<file path="src/rtl/login_ctrl.sv">
// Login sequencer: gates ID entry, scans the registered ID table, grants a session or denies.
// Optional lockout after repeated failures is built when LOGIN_CTRL_LOCKOUT_EN is defined.
module login_ctrl #(
   parameter int          NUM_USERS   = 4,
   parameter logic [15:0] USER_ID0    = 16'h1234,
   parameter logic [15:0] USER_ID1    = 16'h5678,
   parameter logic [15:0] USER_ID2    = 16'h9ABC,
   parameter logic [15:0] USER_ID3    = 16'h0F0F,
   parameter int          MAX_FAILS   = 3,
   parameter logic [15:0] LOCK_CYCLES = 16'd50000
) (
   input  logic        clk,
   input  logic        rst,
   input  logic        start,
   input  logic        logout,
   input  logic        id_valid,
   input  logic [15:0] id_in,
   output logic        entry_auth,
   output logic        entry_rst_n,
   output logic        session_active,
   output logic [1:0]  user_index,
   output logic        deny,
   output logic        locked,
   output logic [1:0]  fail_count
);

   // state | meaning
   // IDLE  | no session, ID-entry block held in restart
   // ENTRY | digit entry enabled, waiting for a complete ID
   // CHECK | scanning the ID table, one entry per cycle
   // GRANT | session open for user_index
   // DENY  | one-cycle reject pulse, ID-entry restarted
   // LOCK  | lockout timer running (lockout build only)
`ifdef LOGIN_CTRL_LOCKOUT_EN
   typedef enum logic [2:0] {IDLE, ENTRY, CHECK, GRANT, DENY, LOCK} state_t;
   localparam logic [1:0] MAX_F = 2'(MAX_FAILS);
   logic [15:0] lock_cnt;
`else
   typedef enum logic [2:0] {IDLE, ENTRY, CHECK, GRANT, DENY} state_t;
   logic unused_cfg;
   assign unused_cfg = ^{LOCK_CYCLES, 32'(MAX_FAILS)};
`endif

   localparam logic [1:0] LAST_IDX = 2'(NUM_USERS - 1);

   state_t      state, state_nxt;
   logic [1:0]  scan_idx;
   logic [15:0] id_latch;
   logic [15:0] cur_id;
   logic        match;
   logic [1:0]  fail_inc;

   always_comb begin
      case (scan_idx)
         2'd0:    cur_id = USER_ID0;
         2'd1:    cur_id = USER_ID1;
         2'd2:    cur_id = USER_ID2;
         default: cur_id = USER_ID3;
      endcase
   end

   assign match    = (id_latch == cur_id);
   assign fail_inc = (fail_count == 2'd3) ? 2'd3 : fail_count + 2'd1;

   always_comb begin
      state_nxt      = state;
      entry_auth     = 1'b0;
      entry_rst_n    = 1'b0;
      session_active = 1'b0;
      deny           = 1'b0;
      locked         = 1'b0;
      case (state)
         IDLE: begin
            if (start) state_nxt = ENTRY;
         end
         ENTRY: begin
            entry_auth  = 1'b1;
            entry_rst_n = 1'b1;
            if (logout)        state_nxt = IDLE;
            else if (id_valid) state_nxt = CHECK;
         end
         CHECK: begin
            // entry block keeps its digits while the scan runs
            entry_rst_n = 1'b1;
            if (match)                      state_nxt = GRANT;
            else if (scan_idx == LAST_IDX)  state_nxt = DENY;
         end
         GRANT: begin
            session_active = 1'b1;
            if (logout) state_nxt = IDLE;
         end
         DENY: begin
            deny      = 1'b1;
            state_nxt = ENTRY;
`ifdef LOGIN_CTRL_LOCKOUT_EN
            if (fail_count == MAX_F) state_nxt = LOCK;
`endif
         end
`ifdef LOGIN_CTRL_LOCKOUT_EN
         LOCK: begin
            locked = 1'b1;
            if (lock_cnt == 16'd0) state_nxt = IDLE;
         end
`endif
         default: state_nxt = IDLE;
      endcase
   end

   always_ff @(posedge clk) begin
      if (!rst) begin
         state      <= IDLE;
         scan_idx   <= 2'd0;
         id_latch   <= 16'd0;
         user_index <= 2'd0;
         fail_count <= 2'd0;
`ifdef LOGIN_CTRL_LOCKOUT_EN
         lock_cnt   <= 16'd0;
`endif
      end else begin
         state <= state_nxt;
         case (state)
            ENTRY: begin
               if (!logout && id_valid) begin
                  id_latch <= id_in;
                  scan_idx <= 2'd0;
               end
            end
            CHECK: begin
               if (match) begin
                  user_index <= scan_idx;
                  fail_count <= 2'd0;
               end else if (scan_idx == LAST_IDX) begin
                  fail_count <= fail_inc;
               end else begin
                  scan_idx <= scan_idx + 2'd1;
               end
            end
`ifdef LOGIN_CTRL_LOCKOUT_EN
            DENY: begin
               if (fail_count == MAX_F) lock_cnt <= LOCK_CYCLES - 16'd1;
            end
            LOCK: begin
               if (lock_cnt != 16'd0) lock_cnt <= lock_cnt - 16'd1;
               else                   fail_count <= 2'd0;
            end
`endif
            default: ;
         endcase
      end
   end

endmodule
</file>
<file path="config.mk">
export PLATFORM = sky130hd
export DESIGN_NAME = login_ctrl
export DESIGN_NICKNAME = d
export VERILOG_FILES = /design/src/rtl/login_ctrl.sv
export SDC_FILE = /design/constraint.sdc
export NUM_CORES = 1
export LEC_CHECK = 0
export CELL_PAD_IN_SITES_DETAIL_PLACEMENT = 1
export CELL_PAD_IN_SITES_GLOBAL_PLACEMENT = 1
export CORE_AREA = 2 2 65 67
export CTS_CLUSTER_DIAMETER = 40
export CTS_CLUSTER_SIZE = 24
export DETAILED_ROUTE_END_ITERATION = 16
export DIE_AREA = 0 0 67 69
export GPL_TIMING_DRIVEN = 0
export PLACE_DENSITY = 0.72
export SLEW_MARGIN = 10
export SYNTH_ARGS = -nofsm -noshare
export SYNTH_HDL_FRONTEND = slang
export SYNTH_SLANG_ARGS = --single-unit
</file>
<file path="constraint.sdc">
create_clock -name clk -period 2.8 [get_ports clk]
set_clock_uncertainty 0.1 [all_clocks]
set_input_delay 0.42 -clock clk [delete_from_list [all_inputs] [get_ports clk]]
set_output_delay 0.42 -clock clk [all_outputs]
set_load 0.01 [all_outputs]
</file>
# After elaboration in Yosys (flattened, before gate mapping)
# Cells that the tools add are included.
# word_totals
ff_bits	25
in_bits	21
wordCells	54
# op_classes
addsub	2
eq_ne	16
mux	19
reduce_logical	12
# ops
operator	n
$pmux W16 S3	1
$mux W3	6
$eq A16 B16 Y1	1
$pmux W3 S5	1
$mux W2	6
$ne A2 B2 Y1 const B	5
$reduce_and A4 Y1	2
$eq A2 B2 Y1 const B	3
$eq A3 B2 Y1 const B	2
$ne A3 B3 Y1 const B	2
$reduce_and A2 Y1	3
$add A2 B1 Y2 const B	2
$mux W1	4
$pmux W2 S2	1
$reduce_bool A2 Y1	2
$eq A3 B1 Y1 const B	1
$eq A3 B3 Y1 const B	1
$logic_not A3 Y1	1
$eq A2 B1 Y1 const B	1
$logic_not A2 Y1	1
$reduce_or A2 Y1	1
$logic_and A1 B1 Y1	1
$logic_not A1 Y1	1

# Logic depth before layout (Yosys ltp)
# Gate-level depths: netlist of the first run.
# depth
depth_word	5
depth_mapped	8
mapped_depth_nobuf	7

# Worst setup path after synthesis of the first run
# No wires, ideal clock.
# synth_timing
kind	register to register
from	register scan_idx[1]
to	register user_index[0]
t_arrival_ns	2.070
required_time_ns	2.628
slack_ns	0.558
path_stages_with_launch	8
n_path_buf	0
synth_period_minus_slack_ns	2.242
cell_sequence	dfxtp_1 > inv_1 > ha_1 > xor2_1 > o41a_1 > or3_4 > nor4b_4 > mux2i_1
# synth_via
elab_chain_cells	4
word_cells_on_any_way	6
cone_classes	3 x eq/ne; 1 x mux; 2 x reduce/logical
# synth_rtl
element	line	source
start: declaration	47	logic [1:0] scan_idx;
start signal: assignment	135	scan_idx <= scan_idx + 2'd1;
$eq A2 B2 Y1 (tied with other cells)	54	case (scan_idx)
$pmux W16 S3 (*)	54	
$eq A16 B16 Y1 (*)	62	assign match = (id_latch == cur_id);
$reduce_and A2 Y1 (no line) (*)	-	
end signal: assignment	130	user_index <= scan_idx;
end: declaration	21	output logic [1:0] user_index,
# Mark *: on every way between the ends. The rest lies on a longest branch, timed or not.
# A chain may end at the register's enable or synchronous reset.

# Worst setup path in the final report of the first run
# layout_timing
from	register scan_idx[1]
to	register user_index[1]
# layout_via
elab_chain_cells	4
word_cells_on_any_way	6
cone_classes	3 x eq/ne; 1 x mux; 2 x reduce/logical
# layout_rtl
element	line
$eq A2 B2 Y1 (tied with other cells)	54
$pmux W16 S3	54
$eq A16 B16 Y1	62
$reduce_and A2 Y1 (no line)	-
# Several ways; a longest one is shown, not always the timed one.

==> impl_metrics.ini, run 1 <==
[detailed_routing]
antenna_left = 0
drt_wl_total_mm = 3.47
post_drt_via_cell_ratio = 5.07
firstDrtPassIters = 4
drc = 0
initialDrtViolationCount = 36
num_vias = 1243
wl_per_cell_um = 14.1

[floorplan]
std_cell_rows = 23
start_util_pct = 35.6
die_w_um = 67
ios = 30
fp.dieH_um = 69
core_area_um2 = 3910
die-area_um2 = 4620

[synthesis]
seq_area_frac_synth_pct = 35.9
syn_nets = 191
synthArstFlopShare_pct = 0
yosysWarnings = 0
synth_cell_types = 39
synth_flop_cell = dfxtp_1
synth_edf_count = 0
syn-cell-area_um2 = 1390
syn_area_per_cell_um2 = 8.49
synth-seq-cells = 25
synth_cells = 164

[sta]
rsz0062_at_grt = false
fmax_mhz = 400
fin_setup_tns_ps = 0
post-route-min-period_ps = 2500
period_share_pct = 89.2
maxSlewViolCount = 0
fin_ws_ps = 301
finalHoldViolCount = 0
setup_viol = 0

[global_route]
overflow = 0
grt_max_degree = 14
grt_usage_pct = 16.5
use_met3_pct = 2.45
met2_usage_pct = 29.5
antenna_found_initial = 0
grtUsageMet1_pct = 19.1
grt_pass1_wl_mm = 5.92
grt_pass1_vias = 1324
grt_busiest_layer = met2

[worst_hold_path]
worst_hold_path_type = input port to flip-flop

[placement]
dp.final_hpwl_mm = 2.74
place_congestion = 0.774
placed_area_um2 = 1730
port_buffers = 27
place_inst = 241
post-place-ws_ps = 326

[setup_path]
r2r_cells = 7
crit_required_ps = 2900
r2r_end = user_index[1]
critPathMaxStageDelay_ps = 450
start_kind = flip-flop
crit_start = scan_idx[1]
cp_slowest_cell = dfxtp_1
worst-path-stages = 7
cp-end-kind = flip-flop
crit_path_cell_trace = inv_1, ha_1, xor2_1, o41a_1, or3_4, nor4b_4, mux2i_1
cp_num_buf_inv = 1
r2r_slack_ps = 300
path_max_fanout = 6
critPathTopFamily = simple AND/OR/NAND/NOR gates
arrival_ps = 2600
crit_path_end = user_index[1]
r2r_start = scan_idx[1]
crit_type = flip-flop to flip-flop

[clock_network]
cts_root_buffer = clkbuf_8
hold_buffers = 0
cts_repair_resize_count = 0
cts_setup_buffers = 0
clock-sinks = 25
htree_levels = 1
cts.clk_slew.worst_paths_ps = 90
tritoncts = yes
clk_latency_ps = 270
numCtsBuffers = 3
clk_path_buf_depth = 2

[flow_run]
maxCapViolations = 0

[layout]
diodes = 0
syn_to_final_growth_pct = 27.1
final_nets = 223
final_area_um2 = 1770
instances_no_fill = 245
drive_above_1_share_pct = 7.69

[power_and_ir_drop]
total_power_mw = 0.688
ir_drop_uv = 228
p_leak_nw = 0.636
power_density_nw_per_um2 = 389

[status]
status = finished, final reports clean
[tightest hold or removal path, cell delays in order]
cell and delay [ps]:
buf_4 140, nand3b_1 80, a211oi_1 50
[how the worst min path moves through the flow]
stage	start	endpoint	slack (ps)	cells past startpoint
4_1_cts	rst	state[1]	360	3
5_1_grt	rst	state[1]	370	3
3_5_place_dp	id_latch[9]	id_latch[9]	370	2
2_1_floorplan	id_latch[13]	id_latch[13]	340	2
6_report	rst	state[1]	370	3
3_3_place_gp	user_index[0]	user_index[0]	350	2
[Yosys cell counts, types with 2 or more instances]
cell       n  area (um2)
nor2_1     2        7.51
nor3_1     4        20.0
nand3_1    4        20.0
mux2i_1    6        60.1
and3_1     2        12.5
or3_4      2        22.5
nand4_1    2        12.5
a21oi_1    7        35.0
nand2_1   43         161
nand3b_1   2        15.0
buf_4      4        30.0
buf_6      2        22.5
dfxtp_1   25         500
clkbuf_1   2        7.51
xor2_1     3        26.3
a211oi_1   2        15.0
ha_1       6        75.1
a21boi_0  16         120
o211ai_1   3        22.5
inv_1      6        22.5
and2b_1    3        22.5
[power by group]
group	switching (mW)	internal [mW]	total, mW	leakage [nW]
clock	0.116	0.102	0.218	0.0228
combinational	0.0454	0.0554	0.101	0.411
sequential	0.00657	0.362	0.369	0.202
total	0.168	0.520	0.688	0.636
[routing by layer]
layer  vias up  part of all wire, %
li1        629                    -
met1       586                   43
met2        22                   52
met3         6                  3.8
met4         0                  1.8
met5         -                    0
[kinds of logic (layout without fill, tap and decap cells)]
kind of cell               Yosys count  in the layout  synth area share [%]
adders and majority gates            6              6                  5.39
buffers and inverters               15             46                  6.56
muxes                                6              6                  4.31
other                                1              1                 0.269
and+or+nand+nor                     73             73                  27.4
xor gates and xnor gates             3              3                  1.89
AOI/OAI and AO/OA                   35             35                  18.2
DFF                                 25             25                  35.9
[layout make-up]
class	count	area [um2]
fillers	489	2140
multi-input cells	124	801
flip-flops and latches	25	500
repair buffers	27	270
plain buffers	9	68.8
well taps	50	62.6
clock buffers	4	45.0
inverters	6	22.5
[sequential cells by signal, summed over array words and instances, names as in the netlist]
| signal | flops |
|---|---|
| scan_idx | 2 |
| user_index | 2 |
| state | 3 |
| fail_count | 2 |
| id_latch | 16 |
[placed cells by master (no fill, tap or decap), drive strengths merged, types with 2 or more instances in the layout]
master	Yosys	final
dfxtp	25	25
nand4	2	2
nand3	4	4
ha	6	6
or3	4	4
nand2	43	43
a21boi	16	16
mux2i	6	6
xor2	3	3
a21oi	7	7
nor3b	2	2
clkdlybuf4s50	0	27
nor4b	2	2
and2b	3	3
and3	2	2
nand3b	2	2
clkbuf	2	6
buf	6	6
nor2	2	2
a211oi	2	2
inv	6	6
o211ai	3	3
nor3	4	4
[through the flow]
step / hold WS (ps) / utilization [%]
5_1_grt: 365 / 45.2
2_1_floorplan: 339 / -
3_3_place_gp: 347 / 44.1
6_report: 366 / 45.2
4_1_cts: 359 / 45.2
3_5_place_dp: 368 / 44.1
Note: power is estimated with default switching activity, not from simulation.
==> run 2: changes to the inputs <==
==> config.mk (replaced) <==
export PLATFORM = sky130hd
export DESIGN_NAME = login_ctrl
export DESIGN_NICKNAME = d
export VERILOG_FILES = /design/src/rtl/login_ctrl.sv
export SDC_FILE = /design/constraint.sdc
export NUM_CORES = 1
export LEC_CHECK = 0
export CORE_AREA = 2 2 56 58
export CTS_CLUSTER_DIAMETER = 40
export CTS_CLUSTER_SIZE = 24
export DETAILED_ROUTE_END_ITERATION = 16
export DIE_AREA = 0 0 58 60
export GPL_TIMING_DRIVEN = 0
export PLACE_DENSITY = 0.73
export SYNTH_ARGS = -nofsm -noshare
export SYNTH_HDL_FRONTEND = slang
export SYNTH_SLANG_ARGS = --single-unit
==> impl_metrics.ini, run 2 (synthesis results as in run 1) <==
[status]
status = finished, final reports clean

[worst_hold_path]
worst_hold_path_type = input port to flip-flop

[setup_path]
r2r_slack_ps = 320
start_kind = flip-flop
crit_type = flip-flop to output port
crit_required_ps = 2280
arrival_ps = 2010
crit_start = state[1]
path_max_fanout = 6
crit_path_end = entry_rst_n
r2r_end = user_index[1]
r2r_start = scan_idx[1]
r2r_cells = 7
cp-end-kind = output port

[detailed_routing]
initialDrtViolationCount = 40
firstDrtPassIters = 4
wl_per_cell_um = 12.5
antenna_left = 0
drc = 0
num_vias = 1233
post_drt_via_cell_ratio = 5.41
drt_wl_total_mm = 2.86

[layout]
seq_area_um2 = 500
final_nets = 223
fillers = 279
diodes = 0
largest-register = id_latch
drive_above_1_share_pct = 7.69
multi_input_area_um2 = 801
syn_to_final_growth_pct = 24.3
instances_no_fill = 228
layout_commonest_cell = nand2_1
largest_reg_flops = 16
layout_common_cells = nand2_1 (43), clkdlybuf4s50_1 (27), dfxtp_1 (25), a21boi_0 (16), a21oi_1 (7)
top_regs = id_latch x16, state x3

[sta]
maxSlewViolCount = 0
maxSlewHeadroom_pct = 65.1
fmax_mhz = 395
post-route-min-period_ps = 2530
fin_setup_tns_ps = 0
period_share_pct = 90.4
setup_viol = 0
worstMarginPinSlew_ps = 521
finalHoldViolCount = 0
rsz0062_at_grt = false

[clock_network]
hold_buffers = 0
htree_levels = 1
numCtsBuffers = 3
tritoncts = yes
clk_path_buf_depth = 2
cts_repair_resize_count = 0
clock-sinks = 25
cts_setup_buffers = 0
cts_root_buffer = clkbuf_4
cts.clk_slew.worst_paths_ps = 130
clk_latency_ps = 320

[global_route]
grt_pass1_vias = 1204
grt_usage_pct = 19.0
grt_pass1_wl_mm = 5.12
overflow = 0
antenna_found_initial = 0
grt_max_degree = 14

[power_and_ir_drop]
power_density_nw_per_um2 = 362
p_leak_nw = 0.628
ir_drop_uv = 323

[placement]
place_congestion = 0.880
place_inst = 224
port_buffers = 27
dp.final_hpwl_mm = 2.28

[floorplan]
std_cell_rows = 20
die_w_um = 58
core_area_um2 = 2900
start_util_pct = 48.0
ios = 30
die-area_um2 = 3480
fp.dieH_um = 60

[flow_run]
maxCapViolations = 0
## run 2: worst min-delay path by stage
stage          cells past startpoint             to  slack, ps          start
2_1_floorplan                      2   id_latch[13]        340   id_latch[13]
3_3_place_gp                       2  user_index[0]        340  user_index[0]
3_5_place_dp                       2    id_latch[9]        360    id_latch[9]
4_1_cts                            3  user_index[0]        300            rst
5_1_grt                            3  user_index[0]        300            rst
6_report                           3  user_index[0]        310            rst
## run 2: area by class of cell
type | count | area share, %
multi-input combinational | 124 | 46.3
sequential | 25 | 28.9
timing repair buffer | 27 | 15.6
buffer | 9 | 3.98
tap | 33 | 2.39
clock buffer | 4 | 1.52
inverter | 6 | 1.30
## run 2: routing by layer
layer / share of wire (%) / vias up / GRT usage (%) / wire length, um
met1: 45 / 564 / 22.3 / 1280
met3: 4.4 / 7 / 2.38 / 126
met5: 0 / - / 0 / 0
li1: - / 628 / - / -
met2: 48 / 34 / 33.6 / 1370
met4: 2.8 / 0 / 9.97 / 80
## run 2: power by group
group	leakage, nW	total, mW	switching [mW]	internal [mW]
Sequential	0.202	0.369	0.00656	0.363
Combinational	0.411	0.0981	0.0429	0.0553
Clock	0.0150	0.160	0.104	0.0559
## run 2: worst max-delay path, stage by stage (launching register included)
cell             delay [ps]
dfxtp_1                 440
inv_1                   140
or3_2                   490
nand2_1                  90
clkdlybuf4s50_1         530
## run 2: per-stage QoR
step	worst slack [ps]	cell area [um2]	total power, mW	util [%]	hold WS (ps)
after floorplan	558	1390	0.429	-	339
after global placement	411	1700	0.472	58.7	343
after detailed placement	344	1700	0.475	58.7	359
after CTS	278	1730	0.634	59.6	295
after global routing	200	1730	0.658	59.6	303
final	269	1730	0.627	59.6	306
